<file path="src/rtl/soc_arb_pkg.sv">
// Shared types for the two-port core data arbiter.
package soc_arb_pkg;

    typedef enum logic {
        ARB_IDLE   = 1'b0,
        ARB_LOCKED = 1'b1
    } arb_state_e;

    // Source port identifier: 0 = core data port, 1 = instruction fetch port.
    typedef logic arb_port_t;

    localparam arb_port_t PORT0 = 1'b0;
    localparam arb_port_t PORT1 = 1'b1;

    function automatic arb_port_t other_port(input arb_port_t p);
        return ~p;
    endfunction

endpackage

</file>
<file path="src/rtl/arb_route_fifo.sv">
// Route FIFO: remembers which port issued each accepted request so
// responses can be steered back in order.
module arb_route_fifo #(
    parameter int DEPTH = 2,
    parameter int WIDTH = 1
) (
    input  logic             clk_i,
    input  logic             rst_ni,
    input  logic             push_i,
    input  logic [WIDTH-1:0] data_i,
    input  logic             pop_i,
    output logic             full_o,
    output logic             empty_o,
    output logic [WIDTH-1:0] head_o
);

    localparam int PTR_W = (DEPTH > 1) ? $clog2(DEPTH) : 1;
    localparam int CNT_W = $clog2(DEPTH + 1);
    localparam logic [PTR_W-1:0] LAST_PTR = PTR_W'(DEPTH - 1);
    localparam logic [CNT_W-1:0] FULL_CNT = CNT_W'(DEPTH);

    logic [WIDTH-1:0] mem_q [DEPTH];
    logic [PTR_W-1:0] wr_ptr_q;
    logic [PTR_W-1:0] rd_ptr_q;
    logic [CNT_W-1:0] count_q;
    logic             do_push;
    logic             do_pop;

    function automatic logic [PTR_W-1:0] next_ptr(input logic [PTR_W-1:0] ptr);
        return (ptr == LAST_PTR) ? '0 : ptr + 1'b1;
    endfunction

    // Flags come from the registered count only, so full never depends on a same-cycle pop.
    assign full_o  = (count_q == FULL_CNT);
    assign empty_o = (count_q == '0);
    assign head_o  = mem_q[rd_ptr_q];
    assign do_push = push_i & ~full_o;
    assign do_pop  = pop_i & ~empty_o;

    // Pointer and occupancy bookkeeping; a pop on an empty FIFO is ignored.
    always_ff @(posedge clk_i or negedge rst_ni) begin
        // NOTE: sequential state is always assigned with <= so every flop samples pre-edge values.
        if (!rst_ni) begin
            wr_ptr_q <= '0;
            rd_ptr_q <= '0;
            count_q  <= '0;
        end else begin
            if (do_push) wr_ptr_q <= next_ptr(wr_ptr_q);
            if (do_pop)  rd_ptr_q <= next_ptr(rd_ptr_q);
            if (do_push && !do_pop) begin
                count_q <= count_q + 1'b1;
            end else if (do_pop && !do_push) begin
                count_q <= count_q - 1'b1;
            end
        end
    end

    // Entry storage.
    // NOTE: storage has no reset; only slots covered by count_q are ever read as valid.
    always_ff @(posedge clk_i) begin
        if (do_push) mem_q[wr_ptr_q] <= data_i;
    end

endmodule

</file>
<file path="src/rtl/core_data_arb2.sv">
// Two-to-one OBI-style data arbiter: core data port and instruction fetch
// port share one downstream port, with a lock while a request is stalled
// and in-order response routing through a small route FIFO.
module core_data_arb2
    import soc_arb_pkg::*;
#(
    parameter int   MAX_OUTSTANDING = 2,
    parameter logic PRIO_P0         = 1'b1
) (
    input  logic        clk_i,
    input  logic        rst_ni,
    // port 0: core data
    input  logic        p0_data_req_i,
    output logic        p0_data_gnt_o,
    output logic        p0_data_rvalid_o,
    input  logic [31:0] p0_data_addr_i,
    input  logic        p0_data_we_i,
    input  logic [3:0]  p0_data_be_i,
    input  logic [31:0] p0_data_wdata_i,
    output logic [31:0] p0_data_rdata_o,
    // port 1: instruction fetch
    input  logic        p1_data_req_i,
    output logic        p1_data_gnt_o,
    output logic        p1_data_rvalid_o,
    input  logic [31:0] p1_data_addr_i,
    input  logic        p1_data_we_i,
    input  logic [3:0]  p1_data_be_i,
    input  logic [31:0] p1_data_wdata_i,
    output logic [31:0] p1_data_rdata_o,
    // downstream
    output logic        m_data_req_o,
    input  logic        m_data_gnt_i,
    input  logic        m_data_rvalid_i,
    output logic [31:0] m_data_addr_o,
    output logic        m_data_we_o,
    output logic [3:0]  m_data_be_o,
    output logic [31:0] m_data_wdata_o,
    input  logic [31:0] m_data_rdata_i
);

    localparam arb_port_t RR_RESET = PRIO_P0 ? PORT0 : PORT1;

    arb_state_e state_q, state_d;
    arb_port_t  owner_q, owner_d;
    arb_port_t  rr_q, rr_d;
    arb_port_t  sel;
    logic       sel_req;
    logic       handshake;
    logic       fifo_full;
    logic       fifo_empty;
    arb_port_t  fifo_head;
    logic       rsp_pop;

    // Port selection: a stalled owner keeps the bus, otherwise lone requester or rr_ptr on contention.
    always_comb begin
        // NOTE: every always_comb output gets a default first so no path can infer a latch.
        sel     = PORT0;
        sel_req = 1'b0;
        if (state_q == ARB_LOCKED) begin
            sel = owner_q;
        end else if (p0_data_req_i && p1_data_req_i) begin
            sel = rr_q;
        end else if (p1_data_req_i) begin
            sel = PORT1;
        end
        // Requests are masked during reset so every output is quiet.
        sel_req = rst_ni & ((sel == PORT1) ? p1_data_req_i : p0_data_req_i);
    end

    assign m_data_req_o  = sel_req & ~fifo_full;
    assign handshake     = m_data_req_o & m_data_gnt_i;
    assign p0_data_gnt_o = (sel == PORT0) & m_data_gnt_i & ~fifo_full;
    assign p1_data_gnt_o = (sel == PORT1) & m_data_gnt_i & ~fifo_full;

    // Downstream address/control mux; all zero when nothing is selected.
    always_comb begin
        m_data_addr_o  = '0;
        m_data_we_o    = 1'b0;
        m_data_be_o    = '0;
        m_data_wdata_o = '0;
        if (sel_req) begin
            if (sel == PORT1) begin
                m_data_addr_o  = p1_data_addr_i;
                m_data_we_o    = p1_data_we_i;
                m_data_be_o    = p1_data_be_i;
                m_data_wdata_o = p1_data_wdata_i;
            end else begin
                m_data_addr_o  = p0_data_addr_i;
                m_data_we_o    = p0_data_we_i;
                m_data_be_o    = p0_data_be_i;
                m_data_wdata_o = p0_data_wdata_i;
            end
        end
    end

    // Next-state: lock onto a driven-but-stalled request, release on its grant, rotate priority on contention.
    always_comb begin
        state_d = state_q;
        owner_d = owner_q;
        rr_d    = rr_q;
        case (state_q)
            ARB_IDLE: begin
                if (m_data_req_o && !m_data_gnt_i) begin
                    state_d = ARB_LOCKED;
                    owner_d = sel;
                end
            end
            ARB_LOCKED: begin
                if (handshake) state_d = ARB_IDLE;
            end
            default: state_d = ARB_IDLE;
        endcase
        if (handshake && p0_data_req_i && p1_data_req_i) begin
            rr_d = other_port(sel);
        end
    end

    // Arbiter state registers.
    always_ff @(posedge clk_i or negedge rst_ni) begin
        if (!rst_ni) begin
            state_q <= ARB_IDLE;
            owner_q <= PORT0;
            rr_q    <= RR_RESET;
        end else begin
            state_q <= state_d;
            owner_q <= owner_d;
            rr_q    <= rr_d;
        end
    end

    arb_route_fifo #(
        .DEPTH (MAX_OUTSTANDING),
        .WIDTH (1)
    ) u_route_fifo (
        .clk_i   (clk_i),
        .rst_ni  (rst_ni),
        .push_i  (handshake),
        .data_i  (sel),
        .pop_i   (m_data_rvalid_i),
        .full_o  (fifo_full),
        .empty_o (fifo_empty),
        .head_o  (fifo_head)
    );

    // Responses go only to the port at the FIFO head; stray responses are dropped.
    assign rsp_pop          = m_data_rvalid_i & ~fifo_empty;
    assign p0_data_rvalid_o = rsp_pop & (fifo_head == PORT0);
    assign p1_data_rvalid_o = rsp_pop & (fifo_head == PORT1);
    assign p0_data_rdata_o  = m_data_rdata_i;
    assign p1_data_rdata_o  = m_data_rdata_i;

endmodule

</file>
<file path="config.mk">
export PLATFORM = sky130hd
export DESIGN_NAME = core_data_arb2
export DESIGN_NICKNAME = d
export VERILOG_FILES = /design/src/rtl/soc_arb_pkg.sv /design/src/rtl/arb_route_fifo.sv /design/src/rtl/core_data_arb2.sv
export SDC_FILE = /design/constraint.sdc
export NUM_CORES = 1
export LEC_CHECK = 0
export BUFFER_PORTS_ARGS = -buffer_cell sky130_fd_sc_hd__buf_4
export CAP_MARGIN = 0
export CORE_AREA = 2 2 120 122
export DETAILED_ROUTE_END_ITERATION = 10
export DIE_AREA = 0 0 122 124
export SLEW_MARGIN = 20
export SYNTH_ARGS = -nofsm -noshare
export SYNTH_HDL_FRONTEND = slang
export SYNTH_SLANG_ARGS = --single-unit
</file>
<file path="constraint.sdc">
create_clock -name clk_i -period 3.3 [get_ports clk_i]
set_input_delay 0.825 -clock clk_i [delete_from_list [all_inputs] [get_ports clk_i]]
set_output_delay 0.825 -clock clk_i [all_outputs]
set_load 0.01 [all_outputs]
</file>
==> results by stage <==
Drt:
- The first detailed-routing pass took 5 iterations.
- The number of routed nets with antenna violations is 0.
- Dividing the detail-routed wire length by the instance count gives roughly 13 um.
- After detailed routing, the number of vias per cell comes to around 3.9.
- The wire length after detailed routing is around 8700 um.
- Across all layers, the routed design uses approximately 2600 vias.
- The DRC violation total after the first TritonRoute iteration is 41.
- In the routed design, unresolved DRC markers number 0.

Timing:
- Timing would allow up to 0.3438 GHz.
- Setup violations remaining at the end of the flow were counted as 0.
- The worst slew slack as a fraction of its limit is 0.6455.
- Between clock sinks in the finished design, the worst skew comes to 0.001353 ns.
- The total count of max-transition violations in the final report is 0.
- At the pin with the least slew margin, the transition time is between 0.5 and 0.6 ns.
- Setup repair after global routing left no endpoint under its margin.
- For the finished layout, the period the worst path requires is just under 3 ns.
- The number of hold violations in the final report came to 0.
- The sum of negative setup slack is 0 ns.
- Dividing the final minimum period by the clock period gives 0.8814.

Floorplan:
- The total area inside the core boundary comes to 13720 um2.
- The standard-cell row count is 43.
- During I/O placement, the number of pins put on the boundary was ~310.
- The floorplan step set the die width to ~120 um.
- The starting utilization of the core area is 0.1474.
- The die height is between 100 and 150 um.
- The die area is between 15000 and 20000 um2.

Flow run:
- The number of maximum-capacitance violations is 0.

Worst setup path:
- The critical path goes through buf_4, nor2b_1, o21a_2, buf_4, nand2_1, a21oi_1, buf_4.
- The internal reg-to-reg setup slack is ~1.4 ns.
- Among all stages on the critical path, the largest delay is contributed by buf_4.
- On the worst path, the slowest cell contributes a delay of roughly 0.38 ns.
- The type of destination of the critical path is an output pin.
- The most frequent cell on the critical path is buf_4.
- The critical path's top delay family is buffers and inverters.
- Along the worst path, the maximum fanout reaches between 40 and 50.
- The critical path class is in -> out.
- For the worst setup path, the data required time is about 2.5 ns.
- The number of buffers and inverters on the critical path is 3.
- Data on the critical path arrives at its endpoint at approximately 2.1 ns.
- The element type at the critical path start is an input port.

Cells and area:
- Leaving out fill and tap cells, the most frequent cells in the layout are 219 x buf_4, 131 x nand2_1, 61 x a21oi_1, 8 x nand2_2, 8 x a21oi_2.
- The repair_antennas step left the layout with diodes totalling 0.
- The layout net count is 654.
- The area overhead of the layout relative to synthesis is 69.18%.
- Of the cells placed in the final design, the portion with a size suffix greater than 1 is 0.5189.
- Leaving out filler cells and counting taps, the final layout contains around 660.
- Leaving out fill and tap cells, the most frequent cell in the layout is buf_4.
- The number of filler instances in the final layout is 1554.

Synth:
- The share of the Yosys chip area taken by registers is 0.1163.
- The post-synthesis cell type count is 29.
- During synthesis, Yosys emitted a total of 0 warnings.
- The average instance area after synthesis is 6.018 um2.
- The async set or reset register ratio after synthesis is 0.7778.
- The number of nets produced by synthesis is about 500.
- The total of flip-flops plus latches after synthesis is 9.
- The most common flop cell mapped by yosys is dfrtp_1.
- The cell count after synthesis came out at approximately 340.
- The synthesized design contains 2 enable-type register cells.
- The cell area after synthesis is between 2000 and 2500 um2.

Pwr:
- The worst vdd rail ir drop is around 0.39 mV.
- Power spread over the standard cell area amounts to approximately 540 nW/um2.
- The total leakage power is 0.001758 uW.

Clocking:
- The clock reaches the later pin of the worst-skew pair after about 0.23 ns.
- The clock transition time at the flip-flop clock pins of the worst setup and hold paths is roughly 0.040 ns.
- The number of resized instances in the post-cts repair step is 0.
- In this run the clock root is driven by a clkbuf_16.
- The hold buffer count at CTS is 0.
- The H-tree depth reported by CTS is 1.
- The count of buffers added by post-CTS timing repair for setup is 0.
- The sink count of the clock tree is 9.
- The maximum clock path buffer count is 2.
- Buffers inserted during clock tree synthesis total 3.
- The CTS tree is yes.

GRT:
- Across every metal layer, demand over resource in global routing totals 0.1010.
- The number of antenna violations at the first check in global routing came to 0.
- The global-route wire length before repair is 12140 um.
- Entering global routing, the biggest net connects 47 pins.
- The number of global-route vias before repair came to between 2000 and 2500.
- The total overflow left after global routing is 0.

Placement:
- Summed over all nets, the half-perimeter wirelength after detailed placement is a little over 7000 um.
- The count of buffers from port buffering is 217.
- The number of cells after detailed placement is 652.
- The congestion estimate from routability-driven global placement came to around 0.77.

Status:
- The flow ran to the end, and the final reports show no timing, DRC or antenna violations.

Min path:
- In this run the worst hold path is classified as in -> async.
-- worst paths after layout --
| check | from | end | cells after the start |
|---|---|---|---|
| max in group asynchronous | rst_ni | u_route_fifo.rd_ptr_q$_DFFE_PN0P_ | 1 |
| worst max-delay path | p0_data_req_i | m_data_addr_o[20] | 7 |
| min in group clk_i | u_route_fifo.count_q[1]$_DFFE_PN0P_ | u_route_fifo.count_q[1]$_DFFE_PN0P_ | 1 |
| worst min-delay path | rst_ni | u_route_fifo.wr_ptr_q$_DFFE_PN0P_ | 1 |
| worst max register to register | flop | u_route_fifo.count_q[1]$_DFFE_PN0P_ | 8 |
| worst min register to register | u_route_fifo.count_q[1]$_DFFE_PN0P_ | u_route_fifo.count_q[1]$_DFFE_PN0P_ | 1 |
-- routing by layer --
| metal | track usage | part of all wire | vias up |
|---|---|---|---|
| met4 | 0.02011 | 0.015 | 0 |
| met1 | 0.1076 | 0.37 | 1095 |
| met3 | 0.03342 | 0.12 | 14 |
| met5 | 0 | 0 | - |
| met2 | 0.1938 | 0.50 | 178 |
| li1 | - | - | 1292 |
-- power by group --
group	total, uW	internal, uW	switching, uW
Sequential	207	165	42.1
Combinational	1410	636	776
Clock	212	161	50.6
-- per-stage QoR --
stage,hold slack (ns),setup WS (ns),area (um2),utilization,power [uW]
6_report,0.4136,0.3914,3421,0.2493,1831
3_5_place_dp,0.4764,0.3662,3342,0.2436,1644
3_3_place_gp,0.4708,0.3836,3342,0.2436,1643
5_1_grt,0.4186,0.2602,3421,0.2493,2006
2_1_floorplan,0.4502,0.7671,2022,-,1161
4_1_cts,0.4158,0.3706,3421,0.2493,1865
-- logic make-up after synthesis --
kind of cell               count (synthesis)  synth area share
AOI/OAI and AO/OA                         76            0.2104
buffers and inverters                     88            0.3249
xor gates and xnor gates                   5           0.02166
DFF                                        9            0.1163
and+or+nand+nor                          155            0.3100
adders and majority gates                  1          0.006187
muxes                                      2           0.01052
-- area by class of cell --
| type | count | area (um2) | area share |
|---|---|---|---|
| clock buffer | 4 | 78.83 | 0.02304 |
| inverter | 1 | 8.758 | 0.002560 |
| multi-input combinational | 239 | 1149 | 0.3358 |
| sequential | 9 | 235.2 | 0.06876 |
| tap | 180 | 225.2 | 0.06584 |
| timing repair buffer | 223 | 1724 | 0.5040 |
-- cells in the mapped netlist, types with 2 or more instances --
master / count / area, um2
a21oi_1: 61 / 305.3
a21oi_2: 8 / 70.07
buf_2: 14 / 70.07
buf_4: 65 / 488.0
buf_6: 8 / 90.09
dfrtp_1: 7 / 175.2
edfxtp_1: 2 / 60.06
nand2_1: 131 / 491.7
nand2_2: 8 / 50.05
nand2b_1: 3 / 18.77
nor2_1: 5 / 18.77
nor2b_1: 3 / 18.77
o21ai_0: 2 / 10.01
xnor2_1: 2 / 17.52
xor2_1: 3 / 26.28
Note: power is estimated with default switching activity, not from simulation.
